--- config.mk ---
export PLATFORM = sky130hd
export DESIGN_NAME = if_id_skid_reg
export DESIGN_NICKNAME = d
export VERILOG_FILES = /design/src/rtl/riscv_pipe_pkg.sv /design/src/rtl/dff_async_reset.sv /design/src/rtl/if_id_skid_reg.sv
export SDC_FILE = /design/constraint.sdc
export NUM_CORES = 1
export LEC_CHECK = 0
export ABC_AREA = 1
export CELL_PAD_IN_SITES_DETAIL_PLACEMENT = 1
export CELL_PAD_IN_SITES_GLOBAL_PLACEMENT = 1
export CORE_ASPECT_RATIO = 2
export CORE_MARGIN = 1.5
export CORE_UTILIZATION = 40
export CTS_CLUSTER_DIAMETER = 60
export DETAILED_ROUTE_END_ITERATION = 16
export GPL_TIMING_DRIVEN = 0
export HOLD_SLACK_MARGIN = 0.1
export MAX_ROUTING_LAYER = met4
export PLACE_DENSITY = 0.85
export SYNTH_ARGS = -nofsm -noshare
export SYNTH_HDL_FRONTEND = slang
export SYNTH_SLANG_ARGS = --single-unit
--- constraint.sdc ---
create_clock -name clk -period 2.6 [get_ports clk]
set_input_delay 0.39 -clock clk [delete_from_list [all_inputs] [get_ports clk]]
set_output_delay 0.39 -clock clk [all_outputs]
set_load 0.005 [all_outputs]
--- src/rtl/riscv_pipe_pkg.sv ---
// Shared types and constants for the fetch/decode pipeline.
package riscv_pipe_pkg;

    // Occupancy of the IF/ID register pair: nothing held, main only, main plus skid.
    typedef enum logic [1:0] {
        EMPTY = 2'd0,
        FULL  = 2'd1,
        SKID  = 2'd2
    } skid_state_t;

    // addi x0,x0,0 -- inserted into the main register when a redirect flushes the stage.
    localparam logic [31:0] INSTR_NOP = 32'h0000_0013;

endpackage

--- src/rtl/dff_async_reset.sv ---
// Enabled register with asynchronous active-low clear.
module dff_async_reset #(
    parameter int WIDTH = 64
) (
    input  logic             clk,
    input  logic             rst,
    input  logic             wr_en,
    input  logic [WIDTH-1:0] d,
    output logic [WIDTH-1:0] q
);

    // Clear immediately on reset, otherwise load only when enabled.
    always_ff @(posedge clk or negedge rst) begin
        if (!rst) begin
            q <= '0;
        end else if (wr_en) begin
            q <= d;
        end
    end

endmodule

--- src/rtl/if_id_skid_reg.sv ---
// IF/ID pipeline register with a one-entry skid buffer.
// in_ready depends only on registered state, so decode back-pressure never
// reaches fetch combinationally; the skid entry absorbs the word that was
// already accepted in the cycle decode stalled.
module if_id_skid_reg
    import riscv_pipe_pkg::*;
#(
    parameter int PC_WIDTH    = 32,
    parameter int INSTR_WIDTH = 32,
    parameter int CNT_WIDTH   = 16
) (
    input  logic                   clk,
    input  logic                   rst,
    input  logic                   in_valid,
    output logic                   in_ready,
    input  logic [PC_WIDTH-1:0]    in_pc,
    input  logic [INSTR_WIDTH-1:0] in_instr,
    output logic                   out_valid,
    input  logic                   out_ready,
    output logic [PC_WIDTH-1:0]    out_pc,
    output logic [INSTR_WIDTH-1:0] out_instr,
    input  logic                   flush,
    output logic [CNT_WIDTH-1:0]   stall_cnt
);

    localparam int DW = PC_WIDTH + INSTR_WIDTH;

    skid_state_t          state_q;
    skid_state_t          state_d;
    logic [CNT_WIDTH-1:0] stall_cnt_q;
    logic [CNT_WIDTH-1:0] stall_cnt_d;

    logic [DW-1:0] main_q;
    logic [DW-1:0] main_d;
    logic [DW-1:0] skid_q;
    logic [DW-1:0] skid_d;
    logic          main_wr_en;
    logic          skid_wr_en;
    logic          in_fire;
    logic          out_fire;

    assign in_ready  = (state_q != SKID);
    assign out_valid = (state_q != EMPTY);
    assign in_fire   = in_valid & in_ready;
    assign out_fire  = out_valid & out_ready;

    assign out_pc    = main_q[DW-1 -: PC_WIDTH];
    assign out_instr = main_q[INSTR_WIDTH-1:0];

    // Next-state and register-load decode; flush overrides every transition.
    always_comb begin
        state_d    = state_q;
        main_wr_en = 1'b0;
        main_d     = {in_pc, in_instr};
        skid_wr_en = 1'b0;
        skid_d     = {in_pc, in_instr};
        if (flush) begin
            // Keep the PC for debug visibility, replace the instruction with a NOP.
            state_d    = EMPTY;
            main_wr_en = 1'b1;
            main_d     = {out_pc, INSTR_WIDTH'(INSTR_NOP)};
        end else begin
            case (state_q)
                EMPTY: begin
                    if (in_fire) begin
                        state_d    = FULL;
                        main_wr_en = 1'b1;
                    end
                end
                FULL: begin
                    if (in_fire && out_fire) begin
                        main_wr_en = 1'b1;
                    end else if (in_fire) begin
                        state_d    = SKID;
                        skid_wr_en = 1'b1;
                    end else if (out_fire) begin
                        // Main data is left in place; out_valid alone retires it.
                        state_d = EMPTY;
                    end
                end
                SKID: begin
                    if (out_fire) begin
                        state_d    = FULL;
                        main_wr_en = 1'b1;
                        main_d     = skid_q;
                    end
                end
                default: begin
                    state_d = EMPTY;
                end
            endcase
        end
    end

    // Saturating count of cycles where decode refuses a valid word.
    always_comb begin
        stall_cnt_d = stall_cnt_q;
        if (out_valid && !out_ready && !flush && !(&stall_cnt_q)) begin
            stall_cnt_d = stall_cnt_q + {{(CNT_WIDTH-1){1'b0}}, 1'b1};
        end
    end

    // Occupancy state and debug counter.
    always_ff @(posedge clk or negedge rst) begin
        if (!rst) begin
            state_q     <= EMPTY;
            stall_cnt_q <= '0;
        end else begin
            state_q     <= state_d;
            stall_cnt_q <= stall_cnt_d;
        end
    end

    assign stall_cnt = stall_cnt_q;

    dff_async_reset #(.WIDTH(DW)) u_main_reg (
        .clk   (clk),
        .rst   (rst),
        .wr_en (main_wr_en),
        .d     (main_d),
        .q     (main_q)
    );

    dff_async_reset #(.WIDTH(DW)) u_skid_reg (
        .clk   (clk),
        .rst   (rst),
        .wr_en (skid_wr_en),
        .d     (skid_d),
        .q     (skid_q)
    );

endmodule

* Word level (Yosys, flattened, before mapping)
Cells that the tools add are included.
Word-level totals: flip-flop bits (word level) 146, logic and storage cells 46, memory bits (read-only) 0, latch bits 0, memory bits (writable) 0, input port bits 69, output and inout bits 82, memories kept 0
Cells by class: muxes and demuxes 18, reduce and logical (&&, ||, !) cells 12, magnitude comparators 0, divide/modulo/power cells 0, add/sub/neg operators 1, $mul 0, bitwise operators 3, eq/ne operators 7, shifts and indexed selects 0
Operators by type and width (number):
- two-way mux 64 bit | 2
- two-way mux 32 bit | 1
- adder 16 x 1 -> 16 bit, second input constant | 1
- AND reduction 16 bit | 1
- two-way mux 2 bit | 6
- != test 3 bit, second input constant | 3
- two-way mux 1 bit | 7
- one-hot mux 2 bit (3 select lines) | 1
- logical AND 1 bit | 4
- != test 4 bit, second input constant | 1
- AND reduction 4 bit | 1
- logical NOT 1 bit | 3
- one-hot mux 1 bit (3 select lines) | 1
- AND 1 bit | 2
- == test 2 x 1 -> 1 bit, second input constant | 1
- == test 2 bit, second input constant | 1
- logical NOT 2 bit | 1
- != test 2 bit, second input constant | 1
- AND reduction 2 bit | 1
- nonzero test 2 bit | 1
- inverter 1 bit | 1

* Depth between registers and ports, before layout
Gate-level depths: netlist (run 1).
depth in word-level cells 7, mapped depth 9, gate-level depth less buffers 9

* Modules after synthesis
Synthesis (run 1) repeated with hierarchy kept, for this count alone.
Second synthesis, totals: cell total of the unflattened synthesis 960, area total of the unflattened synthesis 7257.0 µm²
Modules (own cells, without submodules):
- dff_async_reset | times used 2, cells an instance 270, area each 2446.1 µm², sequential area each 1601.5 µm²
- if_id_skid_reg | times used 1, cells an instance 420, area each 2364.8 µm², sequential area each 450.4 µm²

* Worst setup path after synthesis (run 1)
OpenSTA, ideal clock, no wires.
path kind register to register, start point register stall_cnt_q[0], in the netlist stall_cnt[0], end point register stall_cnt_q[10], in the netlist stall_cnt[10], path slack 1129 ps, clock period less this slack 1471 ps, stages on the path, launching flop included 9, setup time 117 ps, path buffers 1, arrival time 1354 ps, data required time 2483 ps, cells stage by stage dfrtp_1 > ha_1 > nand3_1 > inv_1 > nand2_1 > o21a_1 > clkbuf_2 > nand2_1 > nand2_1
Between the ends: cells in the longest elaborated chain, start to end 3, elaborated cells between the ends (all ways) 4, those cells by class add/sub: 1; reduce/logical: 3
RTL lines:
- start: declaration | line if_id_skid_reg.sv:30 | logic [CNT_WIDTH-1:0] stall_cnt_q;
- start signal: assignment | line if_id_skid_reg.sv:110 | stall_cnt_q <= stall_cnt_d;
- branches (longest 3 deep; another with adder 16 x 1 -> 16 bit)
Several ways; the timed one is not identified. A chain may end at the register's enable or synchronous reset.

* Final worst setup path (run 1)
start point register state_q[0], end point output out_valid
Between the ends: cells in the longest elaborated chain, start to end 1
RTL lines:
- start: declaration | line if_id_skid_reg.sv:28 | skid_state_t state_q;
- start signal: assignment | line if_id_skid_reg.sv:109 | state_q <= state_d;
- nonzero test 2 bit | line if_id_skid_reg.sv:43 | assign out_valid = (state_q != EMPTY);
- end: declaration | line if_id_skid_reg.sv:18 | output logic out_valid,
No other way between the ends.

==> results.yml, run 1 <==
status:
  run_status: "complete, no violations"
logic_synthesis:
  synth_seq_area_share_pct: 54.3
  synth_fp_nets: 920
  synth-edff-count: 0
  synth_top_cell_by_area: "dfrtp_1"
  synth_seq_cells: 146
  async_flop_share_pct: 100
  synth_ff_type: "dfrtp_1"
  syn_area_sq_um: 6720
  ys_top_cells_by_area: "dfrtp_1 54%, nand2_1 11%, inv_1 7.9%, o21ai_0 7.5%, a21oi_1 4.8%"
  synth_cells: 850
  avgSynthCellArea_sq_um: 7.91
  yosysUniqueCellTypes: 24
  synth_top_area_share_pct: 54.3
  yosysWarnings: 0
routing:
  drt_iter0_drc: 190
  drc: 0
  via_per_inst: 5.00
  vias: 6184
  drtPass1Iterations: 6
  antenna_left: 0
  routed_wl_mm: 20.8
  post_drt_wl_per_cell_um: 16.8
critical_path:
  regToRegEndpoint: "stall_cnt[4]"
  r2r_start: "stall_cnt[1]"
  crit_path_end: "out_valid"
  startpoint_type: "flop"
  cp.required_ns: 2.21
  arrival_ns: 1.76
  r2r.worst_path.cells: 8
  critPathKind: "flop to output port"
  setup.worst_path.start: "state_q[0]"
  end_kind: "output port"
  r2r_setup_slack_ns: 0.74
  worstPathMaxFanout: 7
final_layout:
  area_delta_synth_final_pct: 35.9
  antenna_cells: 0
  drive_gt1_share_pct: 7.35
  final_util_pct: 55.9
  nFillCells: 1998
  final_nets: 1091
  fin_area_sq_um: 9140
  final_common_cell: "nand2_1"
  fin_cells: 1238
  mostFrequentLayoutCells: "199 x nand2_1, 149 x clkdlybuf4s50_1, 146 x dfrtp_1, 142 x inv_1, 101 x o21ai_0"
clock_network:
  numCtsBuffers: 17
  path_clk_slew_ns: 0.06
  cts_tree: "yes"
  clockBufferDepth: 2
  clock_sinks: 146
  htree_levels: 4
  root_buffer: "clkbuf_16"
  cts_setup_buffers: 0
  clk_latency_ns: 0.43
power:
  power.density_nw_per_um2: 817
  power_leakage_nw: 4.40
  p_total_mw: 7.46
  peakVddDrop_mv: 0.444
timing:
  setup_violations: 0
  fin_crit_ns: 2.15
  post-route-period-util_pct: 82.7
  rsz0062_at_grt: "no"
  hold_viol: 0
  fin_skew_ns: 0.00846
  fin_ws_ns: 0.449
  fmax_mhz: 465
  tns_ns: 0
  holdWs_ns: 0.484
  slew_headroom_pct: 64.3
  tightest_slew_ns: 0.535
  drv_slew: 0
job:
  maxCapViolations: 0
global_route:
  grt_max_degree: 94
  grt_pass1_vias: 6966
  antenna_found_initial: 0
  grtUsageTotal_pct: 26.1
  grt_pass1_wl_mm: 34.2
  gr-total-overflow: 0
place:
  finalWeightedCongestion: 0.800
  pre_cts_ws_ns: 0.262
  dpl_cell_area_sq_um: 8510
  dp_hpwl_mm: 15.3
  place_inst: 1205
  numPortBuffers: 150
floorplanning:
  start_util_pct: 41.1
  coreArea_sq_um: 16400
  die_w_um: 94.7
  dieArea_sq_um: 17600
  io_pins: 151
  die_h_um: 186
  rows: 66
worst_hold_path:
  hold_path_class: "input pin to async pin"
where the power goes:
group,internal (mW),leakage [nW],switching (mW)
clock network,1.55,0.294,1.04
logic,0.812,2.29,0.797
registers,2.91,1.81,0.354
cells by family after synthesis:
| kind of cell | count (synthesis) | share of synthesized area [%] |
|---|---|---|
| compound gates | 203 | 15.2 |
| simple gates | 306 | 17.9 |
| fa+ha+maj | 1 | 0.186 |
| buf+inv | 187 | 11.5 |
| flops | 146 | 54.3 |
| xor+xnor | 7 | 0.912 |
flip-flops by register name (all words and copies together) (netlist names):
register      cells
u_main_reg.q     64
u_skid_reg.q     64
stall_cnt        16
state_q           2
cells in the mapped netlist (2+ instances only):
master,count
nand4_1,6
nand2_1,199
nor2_1,83
a21oi_1,64
buf_2,29
clkbuf_1,8
nor3_1,2
dfrtp_1,146
buf_6,4
o21ai_1,36
nand3_1,12
o21ai_0,101
xnor2_1,7
inv_2,2
inv_1,142
cell type report:
class	count	area [sq um]	share of cell area, %
Buffer	43	233	2.55
Tap cell	204	255	2.79
Clock inverter	14	179	1.96
Sequential cell	146	3650	40.0
Inverter	144	541	5.92
Clock buffer	18	439	4.81
Timing Repair Buffer	152	1540	16.9
Multi-Input combinational cell	517	2300	25.1
timing repair:
action	4_1_cts	5_1_grt
resized for setup	0	0
hold buffers	1	0
hold endpoints to repair	53	0
worst min path at each step:
stage / to / slack, ns / depth (start not counted)
2_1_floorplan: stall_cnt[0] / 0.09 / 0
3_3_place_gp: u_skid_reg.q[4] / 0.47 / 2
3_5_place_dp: u_skid_reg.q[44] / 0.38 / 1
4_1_cts: u_skid_reg.q[44] / 0.49 / 2
5_1_grt: u_skid_reg.q[29] / 0.52 / 2
6_report: u_skid_reg.q[44] / 0.48 / 2
critical path, stage by stage (launching register included):
cell and delay (ns):
dfrtp_1 0.45, nor2_1 0.32, inv_1 0.08, clkdlybuf4s50_1 0.49
routing by layer:
metal / track usage [%] / wire length (um) / vias to the layer above
li1: - / - / 2969
met1: 25.2 / 7420 / 2987
met2: 47.1 / 11600 / 167
met3: 5.62 / 865 / 61
met4: 12.6 / 875 / 0
met5: - / 0 / -
Note: power is estimated with default switching activity, not from simulation.
==> inputs of run 2 (changes only) <==
--- a/config.mk
+++ b/config.mk
@@ -10,13 +10,13 @@
 export CELL_PAD_IN_SITES_GLOBAL_PLACEMENT = 1
 export CORE_ASPECT_RATIO = 2
 export CORE_MARGIN = 1.5
-export CORE_UTILIZATION = 40
+export CORE_UTILIZATION = 37
 export CTS_CLUSTER_DIAMETER = 60
 export DETAILED_ROUTE_END_ITERATION = 16
 export GPL_TIMING_DRIVEN = 0
 export HOLD_SLACK_MARGIN = 0.1
 export MAX_ROUTING_LAYER = met4
-export PLACE_DENSITY = 0.85
+export PLACE_DENSITY = 0.79
 export SYNTH_ARGS = -nofsm -noshare
 export SYNTH_HDL_FRONTEND = slang
 export SYNTH_SLANG_ARGS = --single-unit
==> constraint.sdc (replaced) <==
create_clock -name clk -period 2.2 [get_ports clk]
set_input_delay 0.33 -clock clk [delete_from_list [all_inputs] [get_ports clk]]
set_output_delay 0.33 -clock clk [all_outputs]
set_load 0.005 [all_outputs]
==> results.yml, run 2 (synthesized netlist as in run 1, its figures left out) <==
status:
  run_status: "complete, no violations"
floorplanning:
  rows: 69
  die_h_um: 194
  start_util_pct: 37.8
  coreArea_sq_um: 17800
  dieArea_sq_um: 19000
  io_pins: 151
  die_w_um: 98.3
timing:
  holdWs_ns: 0.480
  fin_crit_ns: 2.08
  slew_headroom_pct: 49.1
  setup_violations: 0
  fin_skew_ns: 0.00988
  rsz0062_at_grt: "no"
  fin_ws_ns: 0.116
  tightest_slew_ns: 0.763
  drv_slew: 0
  hold_viol: 0
  post-route-period-util_pct: 94.7
  fmax_mhz: 480
routing:
  routed_wl_mm: 20.6
  via_per_inst: 4.90
  vias: 6116
  post_drt_wl_per_cell_um: 16.5
  drc: 0
  drt_iter0_drc: 135
  drtPass1Iterations: 4
  antenna_left: 0
critical_path:
  slowest_delay_ns: 0.49
  path_cells: "nor2_1, inv_1, clkdlybuf4s50_1"
  arrival_ns: 1.75
  cp.required_ns: 1.87
  worstPathMaxFanout: 7
  startpoint_type: "flop"
  end_kind: "output port"
  critPathKind: "flop to output port"
  cp_slowest_cell: "clkdlybuf4s50_1"
final_layout:
  final_common_cell: "nand2_1"
  mostFrequentLayoutCells: "199 x nand2_1, 149 x clkdlybuf4s50_1, 146 x dfrtp_1, 142 x inv_1, 101 x o21ai_0"
  fin_area_sq_um: 9100
  final_util_pct: 51.2
  final_nets: 1091
  antenna_cells: 0
  area_delta_synth_final_pct: 35.3
  drive_gt1_share_pct: 7.16
  nFillCells: 2170
global_route:
  antenna_found_initial: 0
  grt_max_degree: 80
  grt_pass1_wl_mm: 33.6
  grt_pass1_vias: 6742
  grtUsageTotal_pct: 23.0
  gr-total-overflow: 0
clock_network:
  clock_sinks: 146
  numCtsBuffers: 17
  path_clk_slew_ns: 0.07
  root_buffer: "clkbuf_16"
  cts_setup_buffers: 0
  htree_levels: 4
  cts_tree: "yes"
  clockBufferDepth: 2
  cts_resized: 0
  clk_latency_ns: 0.42
power:
  power_leakage_nw: 4.37
  peakVddDrop_mv: 0.505
  p_int_mw: 6.06
  swShare_pct: 29.1
  combPwrFrac_pct: 22.0
  power.density_nw_per_um2: 940
  p_switching_mw: 2.49
  power_frac_clock_pct: 33.1
  p_seq_share_pct: 44.9
  p_total_mw: 8.56
place:
  numPortBuffers: 150
  dpl_cell_area_sq_um: 8520
  dp_hpwl_mm: 15.5
  pre_cts_ws_ns: -0.0801
  finalWeightedCongestion: 0.797
job:
  maxCapViolations: 0
worst_hold_path:
  hold_path_class: "input pin to flop"
==> run 2: through the flow <==
| step | setup TNS, ns | cells |
|---|---|---|
| floorplan | 0 | 850 |
| detailed placement | -0.427 | 1214 |
| global route | 0 | 1247 |
| global placement | -793.38 | 1213 |
| finish | 0 | 1247 |
| CTS | 0 | 1247 |
==> run 2: timing repair <==
action | 4_1_cts | 5_1_grt
hold buffers | 1 | 0
hold endpoints to repair | 78 | 0
setup endpoints to repair | 0 | 0
==> run 2: power by group through the flow <==
| stage | Sequential (mW) | Combinational (mW) | Clock, mW |
|---|---|---|---|
| after global routing | 3.93 | 2.14 | 2.99 |
| after CTS | 3.85 | 1.92 | 2.89 |
| after global placement | 3.85 | 1.82 | 0 |
| after detailed placement | 3.89 | 1.90 | 0 |
| final | 3.84 | 1.88 | 2.83 |
| after floorplan | 3.81 | 0.904 | 0 |
==> run 2: area by class of cell <==
| class | instances | area [sq um] | area share, % |
|---|---|---|---|
| Buffer | 43 | 233 | 2.56 |
| Clock buffer | 19 | 433 | 4.76 |
| Clock inverter | 13 | 135 | 1.49 |
| Inverter | 144 | 541 | 5.94 |
| Multi-Input combinational cell | 517 | 2300 | 25.2 |
| Sequential cell | 146 | 3650 | 40.2 |
| Tap cell | 213 | 267 | 2.93 |
| Timing Repair Buffer | 152 | 1540 | 16.9 |
==> run 2: path summary, 6_finish.rpt <==
path,from,endpoint,slack (ns),cells after the start
max in group asynchronous,rst,u_skid_reg.q[54],0.85,3
min in group asynchronous,rst,u_main_reg.q[45],0.52,2
setup reg to reg,stall_cnt[0],stall_cnt[10],0.35,8
hold reg to reg,u_skid_reg.q[29],u_skid_reg.q[29],0.49,2
hold / removal,in_instr[20],u_skid_reg.q[20],0.48,3
setup / recovery,state_q[0],out_valid,0.12,3
==> run 2: critical path, delay by kind of cell (launching register included) <==
kind / cells / cell delay, ns
buffers and inverters: 2 / 0.56
flip-flops: 1 / 0.45
AND/OR/NAND/NOR: 1 / 0.32
==> run 2: metal layers <==
metal	GRT usage, %	up-vias	share of wire, %
li1	-	2964	-
met1	21.7	2986	36
met2	45.0	130	59
met3	4.22	36	3.3
met4	7.82	0	2.3
met5	-	-	0
